<file path="config.mk">
export PLATFORM = sky130hd
export DESIGN_NAME = dcache_line_flat
export DESIGN_NICKNAME = d
export VERILOG_FILES = /design/src/rtl/dcache_pkg.sv /design/src/rtl/dcache_line_if.sv /design/src/rtl/dcache_bank.sv /design/src/rtl/dcache_line.sv /design/src/flat_wrapper.sv
export SDC_FILE = /design/constraint.sdc
export NUM_CORES = 2
export LEC_CHECK = 0
export CORE_MARGIN = 4
export CORE_UTILIZATION = 35
export DETAILED_ROUTE_END_ITERATION = 8
export PLACE_DENSITY = 0.54
export SLEW_MARGIN = 15
export SYNTH_ARGS = -nofsm -noshare
export SYNTH_HDL_FRONTEND = slang
export SYNTH_SLANG_ARGS = --single-unit
</file>
<file path="constraint.sdc">
create_clock -name clk -period 5.1 [get_ports clk]
set_input_delay 1.02 -clock clk [delete_from_list [all_inputs] [get_ports clk]]
set_output_delay 1.02 -clock clk [all_outputs]
set_load 0.05 [all_outputs]
</file>
<file path="src/rtl/dcache_pkg.sv">
// Shared widths, types and address-field helpers for the data cache line.
package dcache_pkg;

    localparam int DATABITS      = 32;
    localparam int ADDRBITS      = 32;
    localparam int CACHEDATABITS = 8;
    localparam int CACHEADDRBITS = 5;
    localparam int LSBITS        = 2;
    localparam int MSBITS        = ADDRBITS - CACHEADDRBITS - LSBITS;
    localparam int BANKNUM       = DATABITS / CACHEDATABITS;
    localparam int CACHESIZE     = 2 ** CACHEADDRBITS;
    localparam int CNTMISSBITS   = 8;

    typedef logic [DATABITS-1:0]      word_t;
    typedef logic [ADDRBITS-1:0]      addr_t;
    typedef logic [CACHEADDRBITS-1:0] idx_t;
    typedef logic [MSBITS-1:0]        tag_t;
    typedef logic [CACHEDATABITS-1:0] byte_t;
    typedef logic [BANKNUM-1:0]       be_t;
    typedef logic [CNTMISSBITS-1:0]   cnt_t;

    function automatic idx_t addr_idx(addr_t a);
        return a[LSBITS+CACHEADDRBITS-1:LSBITS];
    endfunction

    function automatic tag_t addr_tag(addr_t a);
        return a[ADDRBITS-1:LSBITS+CACHEADDRBITS];
    endfunction

endpackage

</file>
<file path="src/rtl/dcache_line_if.sv">
// CPU-side request/response bundle of one data cache way.
interface dcache_line_if;
    import dcache_pkg::*;

    addr_t dcache_addr;
    word_t dcache_in;
    be_t   byteenable;
    logic  dcache_rdreq;
    logic  dcache_wrreq;
    word_t line_out;
    logic  line_valid;
    logic  line_miss;
    logic  line_dirty;

    modport master (
        output dcache_addr, dcache_in, byteenable,
        output dcache_rdreq, dcache_wrreq,
        input  line_out, line_valid, line_miss, line_dirty
    );

    modport slave (
        input  dcache_addr, dcache_in, byteenable,
        input  dcache_rdreq, dcache_wrreq,
        output line_out, line_valid, line_miss, line_dirty
    );

endinterface

</file>
<file path="src/rtl/dcache_bank.sv">
// One byte lane of line storage: single write port, registered read port.
module dcache_bank
    import dcache_pkg::*;
(
    input  logic  clk,
    input  logic  rst_n,
    input  logic  we,
    input  idx_t  addr,
    input  byte_t wdata,
    output byte_t rdata
);

    byte_t mem [CACHESIZE];

    always_ff @(posedge clk) begin
        if (we) mem[addr] <= wdata;
    end

    // Write-first so a write hit returns the merged word next cycle.
    always_ff @(posedge clk or negedge rst_n) begin
        if (!rst_n)  rdata <= '0;
        else if (we) rdata <= wdata;
        else         rdata <= mem[addr];
    end

endmodule

</file>
<file path="src/rtl/dcache_line.sv">
// Direct-mapped data cache way: tag/valid/dirty state, miss counter, banks.
module dcache_line
    import dcache_pkg::*;
(
    input  logic          clk,
    input  logic          reset_n,
    dcache_line_if.slave  cpu,
    output cnt_t          flush_cnt_miss,
    input  logic          flush_mode,
    input  logic          flush_write,
    input  idx_t          flush_addr,
    input  logic          flush_dirty,
    output addr_t         mem_addr,
    input  word_t         line_in,
    input  logic          line_in_valid
);

    tag_t                 tag_q [CACHESIZE];
    logic [CACHESIZE-1:0] valid_q;
    logic [CACHESIZE-1:0] dirty_q;

    idx_t  req_idx;
    tag_t  req_tag;
    idx_t  sel_idx;
    logic  hit;
    logic  req;
    logic  wr_hit;
    logic  refill;
    be_t   bank_we;
    word_t bank_wdata;
    word_t bank_rdata;

    always_comb begin
        req_idx = addr_idx(cpu.dcache_addr);
        req_tag = addr_tag(cpu.dcache_addr);
        sel_idx = flush_mode ? flush_addr : req_idx;
        hit     = valid_q[req_idx] && (tag_q[req_idx] == req_tag);
        req     = !flush_mode && (cpu.dcache_rdreq || cpu.dcache_wrreq);
        wr_hit  = !flush_mode && cpu.dcache_wrreq && hit;
        refill  = flush_mode && flush_write && line_in_valid;
    end

    always_comb begin
        bank_we    = '0;
        bank_wdata = cpu.dcache_in;
        if (refill) begin
            bank_we    = '1;
            bank_wdata = line_in;
        end else if (wr_hit) begin
            bank_we    = cpu.byteenable;
        end
    end

    for (genvar b = 0; b < BANKNUM; b++) begin : g_bank
        dcache_bank u_bank (
            .clk   (clk),
            .rst_n (reset_n),
            .we    (bank_we[b]),
            .addr  (sel_idx),
            .wdata (bank_wdata[b*CACHEDATABITS +: CACHEDATABITS]),
            .rdata (bank_rdata[b*CACHEDATABITS +: CACHEDATABITS])
        );
    end

    always_ff @(posedge clk) begin
        if (refill) tag_q[flush_addr] <= req_tag;
    end

    always_ff @(posedge clk or negedge reset_n) begin
        if (!reset_n) begin
            valid_q <= '0;
            dirty_q <= '0;
        end else if (refill) begin
            valid_q[flush_addr] <= 1'b1;
            dirty_q[flush_addr] <= flush_dirty;
        end else if (wr_hit) begin
            dirty_q[req_idx] <= 1'b1;
        end
    end

    always_ff @(posedge clk or negedge reset_n) begin
        if (!reset_n) begin
            cpu.line_valid <= 1'b0;
            cpu.line_miss  <= 1'b0;
            cpu.line_dirty <= 1'b0;
            mem_addr       <= '0;
        end else begin
            cpu.line_valid <= req && hit;
            cpu.line_miss  <= req && !hit;
            cpu.line_dirty <= dirty_q[sel_idx];
            mem_addr       <= {tag_q[sel_idx], sel_idx, {LSBITS{1'b0}}};
        end
    end

    // A refill phase restarts the victim statistic for the controller.
    always_ff @(posedge clk or negedge reset_n) begin
        if (!reset_n) begin
            flush_cnt_miss <= '0;
        end else if (flush_mode && flush_write) begin
            flush_cnt_miss <= '0;
        end else if (req && !hit && (flush_cnt_miss != '1)) begin
            flush_cnt_miss <= flush_cnt_miss + 1'b1;
        end
    end

    assign cpu.line_out = bank_rdata;

endmodule

</file>
<file path="src/flat_wrapper.sv">
// flat-port wrapper written by rule: the top's interface ports become plain ports
module dcache_line_flat import dcache_pkg::*;
  (clk, reset_n, flush_cnt_miss, flush_mode, flush_write, flush_addr, flush_dirty, mem_addr, line_in, line_in_valid, cpu_dcache_addr, cpu_dcache_in, cpu_byteenable, cpu_dcache_rdreq, cpu_dcache_wrreq, cpu_line_out, cpu_line_valid, cpu_line_miss, cpu_line_dirty);
  dcache_line_if cpu_i ();
  input  logic clk;
  input  logic reset_n;
  output cnt_t flush_cnt_miss;
  input  logic flush_mode;
  input  logic flush_write;
  input  idx_t flush_addr;
  input  logic flush_dirty;
  output addr_t mem_addr;
  input  word_t line_in;
  input  logic line_in_valid;
  input wire logic [$bits(cpu_i.dcache_addr)-1:0] cpu_dcache_addr;
  input wire logic [$bits(cpu_i.dcache_in)-1:0] cpu_dcache_in;
  input wire logic [$bits(cpu_i.byteenable)-1:0] cpu_byteenable;
  input wire logic [$bits(cpu_i.dcache_rdreq)-1:0] cpu_dcache_rdreq;
  input wire logic [$bits(cpu_i.dcache_wrreq)-1:0] cpu_dcache_wrreq;
  output wire logic [$bits(cpu_i.line_out)-1:0] cpu_line_out;
  output wire logic [$bits(cpu_i.line_valid)-1:0] cpu_line_valid;
  output wire logic [$bits(cpu_i.line_miss)-1:0] cpu_line_miss;
  output wire logic [$bits(cpu_i.line_dirty)-1:0] cpu_line_dirty;
  assign cpu_i.dcache_addr = cpu_dcache_addr;
  assign cpu_i.dcache_in = cpu_dcache_in;
  assign cpu_i.byteenable = cpu_byteenable;
  assign cpu_i.dcache_rdreq = cpu_dcache_rdreq;
  assign cpu_i.dcache_wrreq = cpu_dcache_wrreq;
  assign cpu_line_out = cpu_i.line_out;
  assign cpu_line_valid = cpu_i.line_valid;
  assign cpu_line_miss = cpu_i.line_miss;
  assign cpu_line_dirty = cpu_i.line_dirty;
  dcache_line u_core (.clk(clk), .reset_n(reset_n), .cpu(cpu_i), .flush_cnt_miss(flush_cnt_miss), .flush_mode(flush_mode), .flush_write(flush_write), .flush_addr(flush_addr), .flush_dirty(flush_dirty), .mem_addr(mem_addr), .line_in(line_in), .line_in_valid(line_in_valid));
endmodule
</file>
==> metrics.log <==
INFO  metric fp.dieW = 491 µm
INFO  metric synth_top_cells_by_count = sky130_fd_sc_hd__edfxtp_1, sky130_fd_sc_hd__mux4_2, sky130_fd_sc_hd__mux2i_1
INFO  metric place_congestion = 0.815
INFO  metric fp.coreArea = 0.231 mm²
INFO  metric endpoint_kind = register
INFO  metric dieHeight = 491 µm
INFO  metric post-route-min-period = 5.03 ns
INFO  metric synthCells = 4352
INFO  metric globalRoute.totalOverflow = 0
INFO  metric share_of_async_settable_or_async_resettable_flops_after_synthesis = 6.99%
INFO  metric syn_to_final_growth = 20.0%
INFO  metric post-synth-top-count-cell = sky130_fd_sc_hd__edfxtp_1
INFO  metric number_of_flops_mapped_to_enable_cells_by_yosys = 1824
INFO  metric dp.final_hpwl = 157 mm
INFO  metric die_area = 0.241 mm²
INFO  metric placement_rows = 176
INFO  metric max_clock_freq = 199 MHz
INFO  metric switching_share = 23.5%
INFO  metric layout-drive-gt1-share = 26.9%
INFO  metric route.vias.total = 47023
INFO  metric dr.pass1.iters = 6
INFO  metric setup-violations-final = 0
INFO  metric p_leak = 32.6 nW
INFO  metric number_of_antenna_violations_at_the_first_check_in_global_routing = 7
INFO  metric drt_iter0_drc = 5815
INFO  metric outcome = completed
INFO  metric worst_clock_skew = 0.0461 ns
INFO  metric cts_inserted_buffers = 200
INFO  metric cts.hold.buffers_added = 0
INFO  metric postCtsSetupRepairBufs = 0
INFO  metric ir_worst_vdd = 0.278 mV
INFO  metric h_tree_depth_reported_by_cts = 4
INFO  metric post_synthesis_sequential_element_count = 1961
INFO  metric global_route_wire_length_before_repair = 361 mm
INFO  metric layout_nets = 5039
INFO  metric power_switching = 8.57 mW
INFO  metric syn_area_per_cell = 18.7 µm²
INFO  metric global_route.usage.total = 21.0%
INFO  metric critical_path_arrival = 5.56 ns
INFO  metric antenna_violating_nets_post_route = 0
INFO  metric fin_crit_sh = 98.6%
INFO  metric combinational_group_share_of_total_power = 9.7%
INFO  metric min-delay-path-class = primary input to async pin
INFO  metric vias_per_cell = 5.78
INFO  metric worst-slew-pin-transition = 1.11 ns
INFO  metric timing.critical_path.from_type = primary input
INFO  metric tritoncts_num_sinks = 1961
INFO  metric worst_slew_margin_rel = 25.9%
INFO  metric num-fill-cells = 20219
INFO  metric yosys_warnings = 0
INFO  metric critical_path_fanout_max = 34
INFO  metric drt-wirelength-per-cell = 31.8 µm
INFO  metric syn-cell-area = 0.0815 mm²
INFO  metric clkSlewWorstSetupHoldPaths = 0.06 ns
INFO  metric power = 36.5 mW
INFO  metric grt_pass1_vias = 47101
INFO  metric grt_start_max_net_pins = 130
INFO  metric dominantRegCellSynth = sky130_fd_sc_hd__edfxtp_1
INFO  metric p_clk_share = 41.1%
INFO  metric i_o_pin_cnt = 188
INFO  metric post_synth_num_cell_types = 53
INFO  metric grt_setup_unrepaired = no
INFO  metric timing_max_transition_violations_final = 0
INFO  metric cellPowerDensity = 374 mW/mm²
INFO  metric synth_top_area_share = 67.2%
INFO  metric timing.final.hold_violations = 0
INFO  metric cts_root_buf = sky130_fd_sc_hd__clkbuf_16
INFO  metric post_cts_resize_count = 0
INFO  metric share_of_total_power_in_sequential_cells = 49.3%
INFO  metric finalWirelength = 259 mm
INFO  metric insertion_delay = 0.85 ns
INFO  metric max_cap_violations = 0
INFO  metric start_util = 35.3%
INFO  metric cellInternalPower = 28.0 mW
INFO  metric worst-endpoint-required = 5.63 ns
INFO  metric yosys-top-cells-area = sky130_fd_sc_hd__edfxtp_1, sky130_fd_sc_hd__mux4_2, sky130_fd_sc_hd__mux2i_1, sky130_fd_sc_hd__dfrtp_1, sky130_fd_sc_hd__a22oi_1
INFO  metric max-clock-path-buffers = 3
INFO  metric kind_of_critical_path = primary input to register
INFO  metric clock_tree_from_tritoncts = yes
INFO  metric seq_area_frac_synth = 71.4%
INFO  metric drc = 0
INFO  metric buffer_ports.inserted = 183
INFO  metric yosysTopAreaCell = sky130_fd_sc_hd__edfxtp_1
INFO  metric post_route_setup_tns = 0 ns
==> area by class of cell <==
| class | count | area (µm²) | share of cell area, % |
|---|---|---|---|
| inverters | 25 | 109 | 0.111 |
| repair buffers | 660 | 6730 | 6.88 |
| diodes | 1 | 2.50 | 0.00256 |
| flip-flops and latches | 1961 | 58200 | 59.5 |
| clock buffers | 291 | 5690 | 5.82 |
| multi-input cells | 2077 | 22200 | 22.7 |
| clock inverters | 90 | 1050 | 1.08 |
| well taps | 3026 | 3790 | 3.87 |
==> cells by family (layout without fill, tap and decap cells) <==
family | after synthesis | in the layout | share of synthesized area (%)
flip-flops | 1961 | 1961 | 71.4
buffers and inverters | 315 | 1066 | 1.65
adder cells (fa/ha/maj) | 1 | 1 | 0.0153
XOR/XNOR | 7 | 7 | 0.0752
multiplexers | 911 | 911 | 18.7
AO/OA/AOI/OAI | 547 | 547 | 4.53
other | 1 | 3 | 0.00460
AND/OR/NAND/NOR | 609 | 609 | 3.63
==> through the flow <==
stage / cells / instance area (µm²) / utilization, % / hold slack, ns / setup WS, ns
after floorplan: 4353 / 81500 / - / 0.429 / 0.389
after global placement: 7749 / 91000 / 39.4 / 0.445 / -0.763
after detailed placement: 7749 / 91000 / 39.4 / 0.448 / -0.818
after CTS: 8130 / 97800 / 42.4 / 0.179 / 0.0871
after global routing: 8130 / 97800 / 42.4 / 0.204 / 0.00911
final: 8131 / 97800 / 42.4 / 0.210 / 0.0724
==> power groups by stage <==
stage	Combinational, mW	Sequential, mW	Clock (mW)
after floorplan	1.62	18.7	0
after global routing	3.72	18.0	16.0
after CTS	3.57	18.0	15.3
final	3.54	18.0	15.0
after detailed placement	3.56	18.3	0
after global placement	3.54	18.3	0
==> final timing paths <==
path                                                      from                                      endpoint  slack (ns)  cells after the start
worst max-delay path                        cpu_dcache_addr[4]  u_core.g_bank[2].u_bank.mem[18][2]$_DFFE_PP_        0.07                     17
worst min-delay path                                   reset_n    u_core.g_bank[3].u_bank.rdata[2]$_DFF_PN0_        0.21                      1
worst max register to register   u_core.tag_q[19][2]$_DFFE_PP_  u_core.g_bank[2].u_bank.mem[18][2]$_DFFE_PP_        1.19                     13
worst min register to register  u_core.valid_q[19]$_DFFE_PN0P_                u_core.valid_q[19]$_DFFE_PN0P_        0.47                      1
max in group asynchronous                              reset_n                 u_core.dirty_q[9]$_DFFE_PN0P_        3.81                      2
min in group clk                u_core.valid_q[19]$_DFFE_PN0P_                u_core.valid_q[19]$_DFFE_PN0P_        0.47                      1
==> state kept, by name, summed over array words and instances (netlist names) <==
| register | cells |
|---|---|
| u_core.cpu.line_dirty | 1 |
| u_core.cpu.line_miss | 1 |
| u_core.cpu.line_valid | 1 |
| u_core.dirty_q | 32 |
| u_core.flush_cnt_miss | 8 |
| u_core.g_bank.u_bank.mem | 1024 |
| u_core.g_bank.u_bank.rdata | 32 |
| u_core.mem_addr | 30 |
| u_core.tag_q | 800 |
| u_core.valid_q | 32 |
==> cells in the final DEF (no fill, tap or decap), types with 26 or more instances in the layout <==
cell type,instances
sky130_fd_sc_hd__clkbuf_1,62
sky130_fd_sc_hd__nand2_1,192
sky130_fd_sc_hd__nor4_1,50
sky130_fd_sc_hd__clkinv_1,26
sky130_fd_sc_hd__clkdlybuf4s50_1,179
sky130_fd_sc_hd__nand4_1,65
sky130_fd_sc_hd__clkbuf_16,205
sky130_fd_sc_hd__a22oi_1,236
sky130_fd_sc_hd__o22ai_1,192
sky130_fd_sc_hd__o21ai_0,36
sky130_fd_sc_hd__nor2_1,159
sky130_fd_sc_hd__buf_12,105
sky130_fd_sc_hd__edfxtp_1,1824
sky130_fd_sc_hd__dfrtp_1,137
sky130_fd_sc_hd__mux4_2,480
sky130_fd_sc_hd__buf_4,371
sky130_fd_sc_hd__mux2i_1,397
sky130_fd_sc_hd__a21oi_1,48
==> critical path: stages <==
cell and delay (ns):
sky130_fd_sc_hd__clkdlybuf4s50_1 0.63, sky130_fd_sc_hd__buf_4 0.38, sky130_fd_sc_hd__nand4bb_2 0.23, sky130_fd_sc_hd__buf_4 0.20
sky130_fd_sc_hd__buf_12 0.20, sky130_fd_sc_hd__o22ai_1 0.14, sky130_fd_sc_hd__nor4_1 0.45, sky130_fd_sc_hd__a21o_1 0.22
sky130_fd_sc_hd__o211ai_1 0.24, sky130_fd_sc_hd__nor4_1 0.47, sky130_fd_sc_hd__buf_4 0.18, sky130_fd_sc_hd__and4_2 0.23
sky130_fd_sc_hd__buf_12 0.17, sky130_fd_sc_hd__a31oi_4 0.11, sky130_fd_sc_hd__buf_12 0.20, sky130_fd_sc_hd__nor2_1 0.17
sky130_fd_sc_hd__buf_4 0.23
==> per-layer routing <==
| metal | vias up | share of wire, % | global-route usage (%) |
|---|---|---|---|
| met5 | - | 0.010 | 0 |
| met4 | 4 | 3.6 | 6.95 |
| met3 | 500 | 7.5 | 3.62 |
| met2 | 2205 | 48 | 34.0 |
| met1 | 25048 | 41 | 28.8 |
| li1 | 19266 | - | - |
Note: power is estimated with default switching activity, not from simulation.
